**src/rtl/poly_arith_pkg.sv**
```systemverilog
// ============================================================================
// poly_arith_pkg : shared ML-KEM coefficient types and reduction constants
// Rev 1.0
// ============================================================================
`default_nettype none

package poly_arith_pkg;

  typedef logic [11:0] coeff_t;
  typedef logic [23:0] prod_t;

  localparam coeff_t      Q             = 12'd3329;
  localparam int unsigned BARRETT_M     = 5039;
  localparam int unsigned BARRETT_SHIFT = 24;

endpackage

`default_nettype wire

```
**src/rtl/barrett_reduce.sv**
```systemverilog
// ============================================================================
// barrett_reduce : combinational 24-bit -> coeff_t reduction mod Q
// Rev 1.0
// ============================================================================
`default_nettype none

module barrett_reduce
  import poly_arith_pkg::*;
(
  input  logic [23:0] x,
  output logic [11:0] r
);

  logic [12:0] t;
  logic [23:0] tq;
  logic [12:0] rem;

  // The quotient estimate undershoots by at most one, so rem < 2Q.
  assign t   = 13'(({13'd0, x} * 37'(BARRETT_M)) >> BARRETT_SHIFT);
  assign tq  = {11'd0, t} * {12'd0, Q};
  assign rem = 13'(x - tq);
  assign r   = (rem >= {1'b0, Q}) ? 12'(rem - {1'b0, Q}) : rem[11:0];

endmodule

`default_nettype wire

```
**src/rtl/mod_div_by_2.sv**
```systemverilog
// ============================================================================
// mod_div_by_2 : multiply a coefficient by 2^-1 mod Q
// Rev 1.0
// ============================================================================
`default_nettype none

module mod_div_by_2
  import poly_arith_pkg::*;
(
  input  logic [11:0] x,
  output logic [11:0] y
);

  logic [12:0] s;

  // Odd values become even by adding Q, then an exact halving.
  assign s = x[0] ? ({1'b0, x} + {1'b0, Q}) : {1'b0, x};
  assign y = 12'(s >> 1);

endmodule

`default_nettype wire

```
**src/rtl/intt_gs_butterfly.sv**
```systemverilog
// ============================================================================
// intt_gs_butterfly : 3-stage Gentleman-Sande butterfly for the ML-KEM INTT
// Rev 1.0
// ============================================================================
`default_nettype none

module intt_gs_butterfly
  import poly_arith_pkg::*;
(
  input  logic        clk,
  input  logic        rst,
  input  logic        in_valid_i,
  output logic        in_ready_o,
  input  logic [11:0] a_i,
  input  logic [11:0] b_i,
  input  logic [11:0] zeta_i,
  input  logic        half_i,
  output logic        out_valid_o,
  input  logic        out_ready_i,
  output logic [11:0] a_o,
  output logic [11:0] b_o
);

  logic        adv;

  logic [12:0] sum_full;
  logic [11:0] sum_next;
  logic [11:0] diff_next;

  logic        s1_valid;
  logic [11:0] s1_sum;
  logic [11:0] s1_diff;
  logic [11:0] s1_zeta;
  logic        s1_half;

  logic        s2_valid;
  logic [23:0] s2_prod;
  logic [11:0] s2_sum;
  logic        s2_half;

  logic [11:0] red;
  logic [11:0] sum_halved;
  logic [11:0] red_halved;

  // Whole pipeline moves as one; a held output freezes every stage.
  assign adv        = !out_valid_o || out_ready_i;
  assign in_ready_o = adv;

  assign sum_full  = {1'b0, a_i} + {1'b0, b_i};
  assign sum_next  = (sum_full >= {1'b0, Q}) ? 12'(sum_full - {1'b0, Q}) : sum_full[11:0];
  assign diff_next = (b_i >= a_i) ? (b_i - a_i) : 12'({1'b0, b_i} + {1'b0, Q} - {1'b0, a_i});

  always_ff @(posedge clk or posedge rst) begin
    if (rst) begin
      s1_valid <= 1'b0;
      s1_sum   <= '0;
      s1_diff  <= '0;
      s1_zeta  <= '0;
      s1_half  <= 1'b0;
    end else if (adv) begin
      s1_valid <= in_valid_i;
      s1_sum   <= sum_next;
      s1_diff  <= diff_next;
      s1_zeta  <= zeta_i;
      s1_half  <= half_i;
    end
  end

  always_ff @(posedge clk or posedge rst) begin
    if (rst) begin
      s2_valid <= 1'b0;
      s2_prod  <= '0;
      s2_sum   <= '0;
      s2_half  <= 1'b0;
    end else if (adv) begin
      s2_valid <= s1_valid;
      s2_prod  <= {12'd0, s1_diff} * {12'd0, s1_zeta};
      s2_sum   <= s1_sum;
      s2_half  <= s1_half;
    end
  end

  barrett_reduce u_barrett (
    .x (s2_prod),
    .r (red)
  );

  mod_div_by_2 u_half_sum (
    .x (s2_sum),
    .y (sum_halved)
  );

  mod_div_by_2 u_half_red (
    .x (red),
    .y (red_halved)
  );

  always_ff @(posedge clk or posedge rst) begin
    if (rst) begin
      out_valid_o <= 1'b0;
      a_o         <= '0;
      b_o         <= '0;
    end else if (adv) begin
      out_valid_o <= s2_valid;
      a_o         <= s2_half ? sum_halved : s2_sum;
      b_o         <= s2_half ? red_halved : red;
    end
  end

endmodule

`default_nettype wire

```
**config.mk**
```make
export PLATFORM = sky130hd
export DESIGN_NAME = intt_gs_butterfly
export DESIGN_NICKNAME = d
export VERILOG_FILES = /design/src/rtl/poly_arith_pkg.sv /design/src/rtl/barrett_reduce.sv /design/src/rtl/mod_div_by_2.sv /design/src/rtl/intt_gs_butterfly.sv
export SDC_FILE = /design/constraint.sdc
export NUM_CORES = 1
export LEC_CHECK = 0
export ABC_CLOCK_PERIOD_IN_PS = 30300
export BUFFER_PORTS_ARGS = -buffer_cell sky130_fd_sc_hd__buf_2
export CORE_ASPECT_RATIO = 0.5
export CORE_MARGIN = 1
export CORE_UTILIZATION = 41
export CTS_BUF_LIST = sky130_fd_sc_hd__clkbuf_2 sky130_fd_sc_hd__clkbuf_4 sky130_fd_sc_hd__clkbuf_8
export DETAILED_ROUTE_END_ITERATION = 12
export GPL_ROUTABILITY_DRIVEN = 0
export GPL_TIMING_DRIVEN = 0
export PLACE_DENSITY = 0.63
export SLEW_MARGIN = 0
export SYNTH_ARGS = -nofsm -noshare
export SYNTH_HDL_FRONTEND = slang
export SYNTH_SLANG_ARGS = --single-unit
export TNS_END_PERCENT = 30
```
**constraint.sdc**
```tcl
create_clock -name clk -period 30.3 [get_ports clk]
set_clock_uncertainty 0.1 [all_clocks]
set_input_delay 3.03 -clock clk [delete_from_list [all_inputs] [get_ports clk]]
set_output_delay 3.03 -clock clk [all_outputs]
set_load 0.03 [all_outputs]
```
# --- Word-level counts from Yosys, hierarchy flattened ---
# Index checks and enable logic that the tools add are counted.
word_totals:
  reg_bits: 101
  latch_bits: 0
  mem_bits_rw: 0
  mem_bits_ro: 0
  input_bits: 41
  out_inout_bits: 26
  elab_cells: 36
  mem_count: 0
op_classes:
  addsub: 9
  mul: 3
  div_mod_pow: 0
  magnitude_cmp: 3
  n_eq_ne: 0
  n_shift: 0
  muxes: 7
  bitwise: 0
  n_reduce_logical: 2
ops:
  columns: ["op", "count"]
  rows:
  - ["two-way mux 12 bit", 5]
  - ["multiplier 24 x 13 -> 37 bit (second input constant)", 1]
  - ["adder 12 x 12 -> 13 bit (second input constant)", 2]
  - [">= comparator 13 x 12 -> 1 bit (second input constant)", 2]
  - ["two-way mux 13 bit", 2]
  - ["multiplier 12 x 12 -> 24 bit", 1]
  - ["subtractor 12 bit", 2]
  - ["subtractor 12 bit (second input constant)", 2]
  - ["adder 12 x 12 -> 13 bit", 1]
  - ["multiplier 13 x 12 -> 13 bit (second input constant)", 1]
  - ["subtractor 13 bit", 1]
  - ["adder 12 bit (second input constant)", 1]
  - [">= comparator 12 bit", 1]
  - ["logical NOT 1 bit", 1]
  - ["logical OR 1 bit", 1]

# --- Logic depth before layout (Yosys ltp) ---
# Gate-level depths: netlist of run 1.
depth:
  depth_word: 8
  depth_mapped: 45
  mapped_depth_nobuf: 44

# --- Cells and area by module ---
# From an unflattened synthesis of run 1, not the netlist that was laid out.
unflattened:
  hier_cells: 2062
  hier_area_um2: 18442.7
by_module_without_submodules:
  columns: ["module", "instances", "cells_each", "area_each_um2", "seq_area_each_um2"]
  rows:
  - ["intt_gs_butterfly", 1, 1287, 11044.3, 2527.4]
  - ["barrett_reduce", 1, 695, 6857.8, 0.0]
  - ["mod_div_by_2", 2, 40, 270.3, 0.0]

# --- Worst setup path before layout of run 1 ---
# No wires, ideal clock.
synth_path:
  path_kind: "reg-to-reg"
  start: "reg s2_prod[11]"
  end: "reg b_o[9]"
  setup_ns: 0.127
  t_arrival_ns: 9.846
  required_time_ns: 30.073
  setup_slack_ns: 20.226
  stages_incl_launch_ff: 42
  n_path_buf: 0
  period_less_slack_ns: 10.074
  cell_sequence: "dfrtp_1 fa_1 fa_1 fa_1 fa_1 inv_1 fa_1 inv_1 ha_1 and3_1 o21a_1 a211oi_1 nand2_1 and3_1 o21ai_0 nand3_1 xor2_1 xnor2_1 [6 not listed] ha_1 o21ai_0 a21oi_1 and2_1 nor2_1 xnor2_1 or2_2 or3_1 o31ai_1 a211o_2 nand2_4 xnor2_1 inv_1 ha_1 nand3_1 o21ai_0 a21oi_1 o22ai_1"
synth_via:
  elab_chain_len: 8
  elab_cells_between_ends: 9
  cone_classes: "3 x add/sub; 2 x mul; 1 x order compare; 3 x mux"
synth_rtl:
  columns: ["item", "line", "rtl"]
  rows:
  - ["start, declared", "intt_gs_butterfly.sv:37", "logic [23:0] s2_prod;"]
  - ["start signal, assigned", "intt_gs_butterfly.sv:77", "s2_prod <= {12'd0, s1_diff} * {12'd0, s1_zeta};"]
  - ["multiplier 24 x 13 -> 37 bit", "barrett_reduce.sv:19", "assign t = 13'(({13'd0, x} * 37'(BARRETT_M)) >> BARRETT_SHIFT);"]
  - ["multiplier 13 x 12 -> 13 bit", "barrett_reduce.sv:20", "assign tq = {11'd0, t} * {12'd0, Q};"]
  - ["subtractor 13 bit *", "barrett_reduce.sv:21", "assign rem = 13'(x - tq);"]
  - ["subtractor 12 bit or >= comparator 13 x 12 -> 1 bit (tied branches)", "barrett_reduce.sv:22", "assign r = (rem >= {1'b0, Q}) ? 12'(rem - {1'b0, Q}) : rem[11:0];"]
  - ["two-way mux 12 bit *", "barrett_reduce.sv:22", null]
  - ["adder 12 x 12 -> 13 bit", "mod_div_by_2.sv:17", "assign s = x[0] ? ({1'b0, x} + {1'b0, Q}) : {1'b0, x};"]
  - ["two-way mux 13 bit", "mod_div_by_2.sv:17", null]
  - ["two-way mux 12 bit *", "intt_gs_butterfly.sv:106", "b_o <= s2_half ? red_halved : red;"]
  - ["end signal, assigned", "intt_gs_butterfly.sv:106", null]
  - ["end, declared", "intt_gs_butterfly.sv:21", "output logic [11:0] b_o"]
# Every way passes the cells marked *; elsewhere a longest branch is shown, timed or not.
# A chain may end at the register's enable or synchronous reset.

# --- Worst setup path after layout of run 1 ---
layout_path:
  start: "reg s2_prod[12]"
  end: "reg b_o[9]"
# The elaborated chain is that of the path after synthesis.

==> impl_metrics.csv, run 1 <==
group,metric,value,unit
run_status,status,"complete, no violations",
place,dpl.hpwl,34.9,mm
critical_path,startpoint,"s2_prod[12]$_DFFE_PP0P_",
critical_path,path_class,"register to register",
yosys,synthesis.instances,1960,
worst_hold_path,min_path_cells,1,
yosys,ys_ff_latch,101,
yosys,syn_nets,2504,
critical_path,setup.worst_path.end_class,"register",
critical_path,crit_family,"adder cells",
final_layout,areaGrowthSynthToFinish,7.41,%
yosys,synth_fa_ha_area_frac,0.464,
cts,worstSkewPairLatency,0.40,ns
timing,worst_slack,18.25,ns
yosys,ys.flop_type,"dfrtp_1",
route,first_iter_violations,785,
yosys,synth_xor_area_frac,0.0550,
final_layout,num_antenna_cells,0,
critical_path,reg2reg_slack,18.25,ns
floorplan,initial_core_util,0.416,
place,io_buffers,66,
yosys,netlist_top_cells_area,"fa_1 (28%), ha_1 (19%), dfrtp_1 (14%), inv_1 (7.7%), nand2_1 (5.9%)",
route,drc,0,
final_layout,fin_area,0.0188,mm2
cts,cts_hold_buf,0,
cts,cts_made_buffers,9,
grt,grt_use_total,0.200,
final_layout,final_layout_size_suffix_gt1_frac,0.0578,
yosys,synthMuxAreaShare,0.00594,
route,via_count,13000,
timing,setup_tns,0,ns
cts,clockRootBuffer,"clkbuf_8",
route,drt_first_pass_iters,4,
floorplan,fp.dieW,294,um
critical_path,slowest_delay,0.70,ns
floorplan,row_count,53,
grt,antenna_found_initial,0,
yosys,yosysTopAreaCellShare,0.277,
yosys,synthArstFlopShare,1.00,
cts,htree_levels,3,
timing,min_period,12.05,ns
cts,tritoncts,"built",
final_layout,layout_common_cells,"inv_1 (357), nand2_1 (273), ha_1 (261)",
critical_path,worstPathMaxFanout,10,
timing,hold_viol_final,0,
critical_path,crit_buf_inv,4,
critical_path,r2r-start,"s2_prod[12]$_DFFE_PP0P_",
timing,drv_slew,0,
place,placed_area,0.0186,mm2
cts,cts_buffer_depth,2,
yosys,synth_edf_count,0,
critical_path,critPathRequiredTime,30.54,ns
cts,cts_setup_buffers,0,
timing,fin_crit_sh,0.398,
critical_path,crit_top_cell,"fa_1",
place,place_worst_setup_slack,18.42,ns
yosys,yosys.area_share.simple,0.138,
grt,grt_pass1_wl,69.2,mm
final_layout,mostFrequentLayoutCell,"inv_1",
timing,fmax,83.0,MHz
route,wire_per_inst,15.7,um
route,vias_per_cell,4.97,
worst_hold_path,whs_endpoint,"out_valid_o$_DFFE_PP0P_",
cts,clk_pin_slew,0.12,ns
route,finalWirelength,41.2,mm
cts,post_cts_resized,0,
critical_path,critPathSlowestCell,"dfrtp_1",
route,antenna_left,0,
critical_path,crit_arrival,12.29,ns
critical_path,worstSetupStartpointType,"register",
timing,setup_viol,0,
grt,grt_max_degree,69,
worst_hold_path,hp-class,"register to register",
final_layout,finalNetCount,2582,
worst_hold_path,hp-start,"s2_valid$_DFFE_PP0P_",
yosys,synth_compound_gate_area_share,0.102,
yosys,ys_seq_area_frac,0.145,
yosys,syn_area,0.0175,mm2
timing,worst_pin_slew,0.881,ns
floorplan,core-area,0.0420,mm2
yosys,ys_types,73,
timing,relSlewSlack,0.408,
floorplan,dieArea,0.0435,mm2
flow_run,drv_cap,0,
floorplan,io_pins,67,
yosys,syn_area_per_cell,8.92,um2
yosys,synth_top_family_by_area,"adder cells",
yosys,yosys.area.top_type,"fa_1",
grt,overflow,0,
critical_path,r2r_end,"b_o[9]$_DFFE_PP0P_",
cts,cts.sink_count,101,
floorplan,dieHeight,148,um
yosys,ys_warn_count,0,
grt,grt_pass1_vias,13400,
critical_path,ff2ff_path_depth,41,
timing,rsz0062_at_grt,"false",
[cell usage after synthesis (7+ instances only)]
library cell  instances
ha_1                261
inv_1               358
o21bai_1             14
nand2_1             273
xor2_1               34
dfrtp_1             101
a21oi_1              88
nor2b_1               8
nor2_1              116
o31ai_1              12
o21ai_0              75
nand2b_1             15
and2_1               45
a211oi_1              8
fa_1                242
clkbuf_1             55
mux2i_1               7
a31oi_1              10
nand3_1              19
o21a_1               10
and3_1               13
nand4_1               9
xnor2_1              68
a21o_1               13
nor3_1               15
[cell families (layout without fill, tap and decap cells)]
logic type	count (synthesis)	count (layout)
AO/OA/AOI/OAI	280	280
adder cells (fa/ha/maj)	503	503
XOR/XNOR	105	105
multiplexers	9	9
AND/OR/NAND/NOR	544	544
flip-flops	101	101
buffers and inverters	418	501
[stage by stage]
step / hold WS [ns] / util / std cells
final: 0.368 / 0.447 / 2620
after global routing: 0.413 / 0.447 / 2620
after CTS: 0.370 / 0.447 / 2620
after detailed placement: 0.348 / 0.442 / 2604
after floorplan: 0.330 / - / 1960
after global placement: 0.341 / 0.442 / 2603
[worst max-delay path by stage]
| stage | endpoint | slack (ns) | depth (start not counted) |
|---|---|---|---|
| final | b_o[9]$_DFFE_PP0P_ | 18.25 | 41 |
| after global routing | b_o[9]$_DFFE_PP0P_ | 17.57 | 41 |
| after CTS | b_o[9]$_DFFE_PP0P_ | 18.36 | 41 |
| after detailed placement | b_o[9]$_DFFE_PP0P_ | 18.42 | 41 |
| after global placement | b_o[5]$_DFFE_PP0P_ | 18.48 | 41 |
| after floorplan | b_o[9]$_DFFE_PP0P_ | 20.23 | 41 |
[state kept, by name (all words and copies together) (netlist names)]
name,flops
b_o,12
s1_half,1
s2_valid,1
s1_valid,1
s2_half,1
s1_sum,12
s2_prod,24
s1_zeta,12
out_valid_o,1
a_o,12
s1_diff,12
s2_sum,12
[final cells by class]
type                            count  area, um2
Fill cell                        4160      23200
Inverter                          359       1350
Tap cell                          577        722
Multi-Input combinational cell   1441      13400
Timing Repair Buffer               67        358
Clock buffer                       10        131
Buffer                             59        229
Sequential cell                   101       2530
Clock inverter                      6       81.3
[worst register-to-register path, delay by kind of cell (launching register included)]
family / cells / cell delay (ns)
AND/OR/NAND/NOR: 11 / 2.29
adder cells (fa/ha/maj): 12 / 4.89
AO/OA/AOI/OAI: 11 / 2.72
buffers and inverters: 4 / 0.32
flip-flops: 1 / 0.70
XOR/XNOR: 3 / 0.98
[per-layer routing]
layer / vias up / wire length [um] / track usage
li1: 6360 / - / -
met4: 0 / 453 / 0.0391
met5: - / 0 / 0
met3: 29 / 1290 / 0.0155
met1: 6441 / 20100 / 0.283
met2: 198 / 19300 / 0.338
Power of run 1 is not shown: default switching activity piles up to over one toggle a cycle in this logic, so the estimate is an artifact.
==> inputs of run 2 (changes only) <==
Settings changed: ABC_AREA set to 1, ABC_CLOCK_PERIOD_IN_PS 30300 to 11900.
Clock period 30.3 ns to 11.9 ns, I/O delays scaled along.
==> run 2 against run 1 <==
Net effect: first-iteration DRC count is 0.51% higher; count of clock-buffer cells in the layout is the same; highest routed layer unchanged; routed wire length is 6.0% higher.
==> impl_metrics.csv, run 2 <==
group,metric,value,unit
run_status,status,"complete, no violations",
route,via_count,14400,
yosys,syn_area,0.0184,mm2
critical_path,worstSetupStartpointType,"register",
yosys,syn_area_per_cell,7.89,um2
grt,grtUsageMet1,0.285,
grt,busiest_layer,"met2",
grt,grt_use_total,0.200,
critical_path,crit_top_cell,"nand2_1",
final_layout,finalNetCount,2948,
cts,cts_buffer_depth,2,
cts,htree_levels,3,
flow_run,drv_cap,0,
grt,gr-usage-met2,0.328,
yosys,synth_common_cells,"nand2_1 (541), inv_1 (524), ha_1 (261)",
critical_path,worstPathMaxFanout,10,
route,first_iter_violations,789,
timing,rsz0062_at_grt,"false",
cts,clockRootBuffer,"clkbuf_8",
critical_path,critPathSlowestCell,"dfrtp_1",
floorplan,core-area,0.0438,mm2
timing,hold_viol_final,0,
cts,cts_made_buffers,9,
timing,fin_hold_ws,0.386,ns
route,drt_first_pass_iters,5,
place,io_buffers,66,
place,dpl.hpwl,37.2,mm
timing,setup_tns,0,ns
final_layout,final_layout_size_suffix_gt1_frac,0.0627,
timing,setup_viol,0,
cts,post_cts_resized,0,
floorplan,dieArea,0.0457,mm2
critical_path,r2r_end,"b_o[3]$_DFFE_PP0P_",
yosys,ys_ff_latch,101,
cts,clk_pin_slew,0.11,ns
cts,cts.sink_count,101,
critical_path,crit_arrival,10.59,ns
cts,cts_setup_buffers,0,
critical_path,path_class,"register to register",
yosys,synthesis.instances,2326,
final_layout,top_register,"s2_prod",
yosys,ys_warn_count,0,
critical_path,reg2reg_slack,1.46,ns
cts,cts_hold_buf,0,
yosys,yosys.area.top_type,"fa_1",
final_layout,num_antenna_cells,0,
critical_path,setup.worst_path.end_class,"register",
yosys,synthArstFlopShare,1.00,
route,wire_per_inst,14.6,um
final_layout,mostFrequentLayoutCell,"nand2_1",
yosys,netlist_top_cells_area,"fa_1 (26%), ha_1 (18%), dfrtp_1 (14%), nand2_1 (11%), inv_1 (11%)",
grt,antenna_found_initial,0,
cts,worstSkewPairLatency,0.41,ns
floorplan,dieHeight,152,um
grt,overflow,0,
final_layout,layout_common_cells,"nand2_1 (541), inv_1 (523), ha_1 (261)",
yosys,ys_types,53,
final_layout,areaGrowthSynthToFinish,7.06,%
critical_path,critPathRequiredTime,12.05,ns
timing,worst_pin_slew,0.884,ns
timing,fmax,95.8,MHz
grt,grt_max_degree,58,
yosys,ys.flop_type,"dfrtp_1",
yosys,syn_nets,2870,
yosys,synth_edf_count,0,
final_layout,fillCellCount,4365,
critical_path,r2r-start,"s2_prod[21]$_DFFE_PP0P_",
yosys,synth.most_common_cell,"nand2_1",
route,vias_per_cell,4.81,
floorplan,row_count,54,
route,antenna_left,0,
timing,fin_crit_sh,0.877,
grt,grt_pass1_vias,14300,
timing,drv_slew,0,
route,finalWirelength,43.7,mm
final_layout,largest_reg_flops,24,
critical_path,slowest_delay,0.59,ns
floorplan,initial_core_util,0.419,
grt,grt_pass1_wl,72.8,mm
critical_path,crit_end,"b_o[3]$_DFFE_PP0P_",
cts,tritoncts,"built",
timing,relSlewSlack,0.411,
critical_path,startpoint,"s2_prod[21]$_DFFE_PP0P_",
timing,min_period,10.44,ns
yosys,ys_seq_area_frac,0.138,
grt,grt.met3_usage,0.0184,
floorplan,io_pins,67,
yosys,yosysTopAreaCellShare,0.264,
critical_path,ff2ff_path_depth,45,
worst_hold_path,hp-class,"register to register",
floorplan,fp.dieW,301,um
route,drc,0,
[run 2: cell count changes after synthesis, sizes merged, moves of 8 or more]
cell    previous run  this run
nand2            276       566
inv              358       528
nand3             20        82
xnor2             69        20
o21ai             78       124
and2              45         1
xor2              35        60
nand2b            15         0
and3              13         0
a21o              13         4
a21oi             95        86
o21a              11         2
mux2i              8         0
nor2b              8         0
[run 2: layer usage]
layer / vias to the layer above / part of all wire
met5: - / 0
met2: 244 / 0.45
li1: 7258 / -
met3: 44 / 0.038
met4: 0 / 0.016
met1: 6863 / 0.50
[run 2: critical path: cells and delay by family (launching register included)]
family	cells	cell delay, ns
adder cells (fa/ha/maj)	12	4.86
flip-flops	1	0.59
buffers and inverters	7	0.70
XOR/XNOR	2	0.32
AND/OR/NAND/NOR	15	2.09
AO/OA/AOI/OAI	9	1.62
[run 2: area by class of cell]
class	count	area, um2	share of cell area
clock buffer	10	138	0.00700
clock inverter	6	62.6	0.00318
multi-input combinational	1637	13600	0.692
sequential	101	2530	0.129
inverter	529	1990	0.101
tap	588	736	0.0374
buffer	59	241	0.0123
timing repair buffer	67	358	0.0182
[run 2: logic make-up after synthesis]
kind of cell | after synthesis | share of synthesized area
AND/OR/NAND/NOR | 796 | 0.181
buffers and inverters | 588 | 0.121
adder cells (fa/ha/maj) | 503 | 0.442
AO/OA/AOI/OAI | 258 | 0.0776
flip-flops | 101 | 0.138
XOR/XNOR | 80 | 0.0404
[run 2: stage by stage]
| stage | setup slack [ns] | area [um2] | instances | utilization |
|---|---|---|---|---|
| floorplan | 2.88 | 18400 | 2326 | - |
| global placement | 1.64 | 19400 | 2980 | 0.443 |
| detailed placement | 1.56 | 19400 | 2981 | 0.444 |
| CTS | 1.51 | 19700 | 2997 | 0.448 |
| global route | 0.674 | 19700 | 2997 | 0.448 |
| finish | 1.46 | 19700 | 2997 | 0.448 |
[run 2: worst min path at each step]
stage / from / cells past startpoint / endpoint / slack [ns]
detailed placement: s2_valid$_DFFE_PP0P_ / 1 / out_valid_o$_DFFE_PP0P_ / 0.36
CTS: s1_sum[9]$_DFFE_PP0P_ / 2 / s2_sum[9]$_DFFE_PP0P_ / 0.38
global placement: s2_valid$_DFFE_PP0P_ / 1 / out_valid_o$_DFFE_PP0P_ / 0.35
floorplan: s2_valid$_DFFE_PP0P_ / 1 / out_valid_o$_DFFE_PP0P_ / 0.34
global route: a_o[11]$_DFFE_PP0P_ / 1 / a_o[11]$_DFFE_PP0P_ / 0.42
finish: s2_valid$_DFFE_PP0P_ / 1 / out_valid_o$_DFFE_PP0P_ / 0.39
Power of run 2 is left out for the same reason.
==> inputs of run 3 (changes only) <==
Settings changed: SYNTH_HIERARCHICAL set to 1.
==> run 3 against run 2 <==
Net effect: count of clock-buffer cells in the layout is the same; synthesized cell count grew 12%; first-iteration DRC count grew 5.8%; hold slack lost 0.0018 ns.
==> impl_metrics.csv, run 3 <==
group,metric,value,unit
yosys,syn_area,0.0194,mm2
cts,cts_hold_buf,0,
timing,hold_viol_final,0,
timing,drv_slew,0,
critical_path,crit_arrival,10.05,ns
route,drc,0,
floorplan,fp.dieW,310,um
floorplan,initial_core_util,0.423,
floorplan,row_count,55,
final_layout,largest_reg_flops,24,
yosys,ys.flop_type,"dfrtp_1",
route,finalWirelength,47.1,mm
critical_path,worstPathMaxFanout,10,
critical_path,worstSetupStartpointType,"register",
yosys,synthArstFlopShare,1.00,
yosys,synth.most_common_cell,"nand2_1",
critical_path,r2r_end,"b_o[9]$_DFFE_PP0P_",
cts,cts.sink_count,101,
yosys,ys_seq_area_frac,0.130,
worst_hold_path,hp-class,"register to register",
route,drt_first_pass_iters,5,
grt,grt_max_degree,66,
cts,cts_buffer_depth,2,
yosys,netlist_top_cells_area,"fa_1 (25%), ha_1 (17%), nand2_1 (13%), dfrtp_1 (13%), inv_1 (11%)",
grt,grt_pass1_wl,80.2,mm
timing,relSlewSlack,0.399,
critical_path,ff2ff_path_depth,51,
final_layout,num_antenna_cells,0,
yosys,yosysTopAreaCellShare,0.250,
timing,fmax,101,MHz
critical_path,critPathRequiredTime,12.09,ns
floorplan,dieHeight,156,um
grt,antenna_found_initial,0,
timing,worst_pin_slew,0.902,ns
timing,min_period,9.86,ns
critical_path,crit_top_cell,"nand2_1",
place,dpl.hpwl,40.1,mm
floorplan,core-area,0.0459,mm2
route,first_iter_violations,835,
place,io_buffers,66,
final_layout,finalNetCount,3220,
final_layout,areaGrowthSynthToFinish,6.88,%
cts,clockRootBuffer,"clkbuf_8",
grt,grt_use_total,0.206,
yosys,syn_nets,3142,
yosys,ys_ff_latch,101,
critical_path,reg2reg_slack,2.04,ns
route,via_count,16000,
yosys,yosys.area.top_type,"fa_1",
timing,fin_crit_sh,0.829,
route,antenna_left,0,
timing,rsz0062_at_grt,"false",
critical_path,startpoint,"s2_prod[12]$_DFFE_PP0P_",
grt,overflow,0,
final_layout,layout_common_cells,"nand2_1 (690), inv_1 (572), ha_1 (261)",
yosys,syn_area_per_cell,7.47,um2
cts,post_cts_resized,0,
route,wire_per_inst,14.2,um
yosys,synth_common_cells,"nand2_1 (690), inv_1 (573), ha_1 (261)",
final_layout,top_register,"s2_prod",
yosys,ys_warn_count,6,
critical_path,setup.worst_path.end_class,"register",
final_layout,final_layout_size_suffix_gt1_frac,0.0619,
floorplan,io_pins,67,
critical_path,crit_end,"b_o[9]$_DFFE_PP0P_",
yosys,synthesis.instances,2598,
cts,clk_pin_slew,0.11,ns
cts,cts_setup_buffers,0,
grt,grt_pass1_vias,16100,
critical_path,path_class,"register to register",
flow_run,drv_cap,0,
critical_path,r2r-start,"s2_prod[12]$_DFFE_PP0P_",
final_layout,mostFrequentLayoutCell,"nand2_1",
cts,tritoncts,"built",
critical_path,slowest_delay,0.71,ns
cts,cts_made_buffers,9,
critical_path,critPathSlowestCell,"dfrtp_1",
route,vias_per_cell,4.85,
timing,setup_viol,0,
run_status,status,"complete, no violations",
cts,worstSkewPairLatency,0.40,ns
yosys,ys_types,52,
timing,setup_tns,0,ns
yosys,synth_edf_count,0,
floorplan,dieArea,0.0482,mm2
cts,htree_levels,3,
run 3: final cells by class:
class | instances | area [um2]
Buffer | 66 | 325
Clock buffer | 10 | 138
Clock inverter | 6 | 52.6
Fill cell | 4716 | 25200
Inverter | 585 | 2200
Multi-Input combinational cell | 1846 | 14300
Sequential cell | 101 | 2530
Tap cell | 627 | 785
Timing Repair Buffer | 67 | 358
run 3: cells by family after synthesis:
kind of cell / share of synthesized area
AND/OR/NAND/NOR: 0.219
buffers and inverters: 0.130
adder cells (fa/ha/maj): 0.418
AO/OA/AOI/OAI: 0.0721
flip-flops: 0.130
XOR/XNOR: 0.0301
run 3: stage by stage:
step / utilization / hold slack [ns] / instances / setup WS [ns] / instance area (um2)
2_1_floorplan: - / 0.340 / 2598 / 3.18 / 19400
3_3_place_gp: 0.447 / 0.349 / 3291 / 2.13 / 20500
3_5_place_dp: 0.447 / 0.357 / 3292 / 2.08 / 20500
4_1_cts: 0.452 / 0.381 / 3308 / 2.05 / 20700
5_1_grt: 0.452 / 0.394 / 3308 / 1.25 / 20700
6_report: 0.452 / 0.385 / 3308 / 2.04 / 20700
run 3: worst min-delay path by stage:
stage                            from                      end  slack, ns  cells after the start
2_1_floorplan    s2_valid$_DFFE_PP0P_  out_valid_o$_DFFE_PP0P_       0.34                      1
3_3_place_gp     s2_valid$_DFFE_PP0P_  out_valid_o$_DFFE_PP0P_       0.35                      1
3_5_place_dp     s2_valid$_DFFE_PP0P_  out_valid_o$_DFFE_PP0P_       0.36                      1
4_1_cts          s2_valid$_DFFE_PP0P_  out_valid_o$_DFFE_PP0P_       0.38                      1
5_1_grt          s2_valid$_DFFE_PP0P_  out_valid_o$_DFFE_PP0P_       0.39                      1
6_report       s1_sum[10]$_DFFE_PP0P_   s2_sum[10]$_DFFE_PP0P_       0.38                      2
run 3: routing by layer:
layer	up-vias	GRT usage	share of wire
met1	7610	0.288	0.49
met2	316	0.344	0.45
li1	8054	-	-
met3	56	0.0192	0.043
met4	0	0.0523	0.023
met5	-	0	0
run 3: critical path: cells and delay by family (launching register included):
family          cells  cell delay, ns
xor+xnor            1            0.32
buf+inv             9            0.67
fa+ha+maj          12            4.77
compound gates      6            0.83
simple gates       23            2.33
flops               1            0.71
Power of run 3 is left out for the same reason.
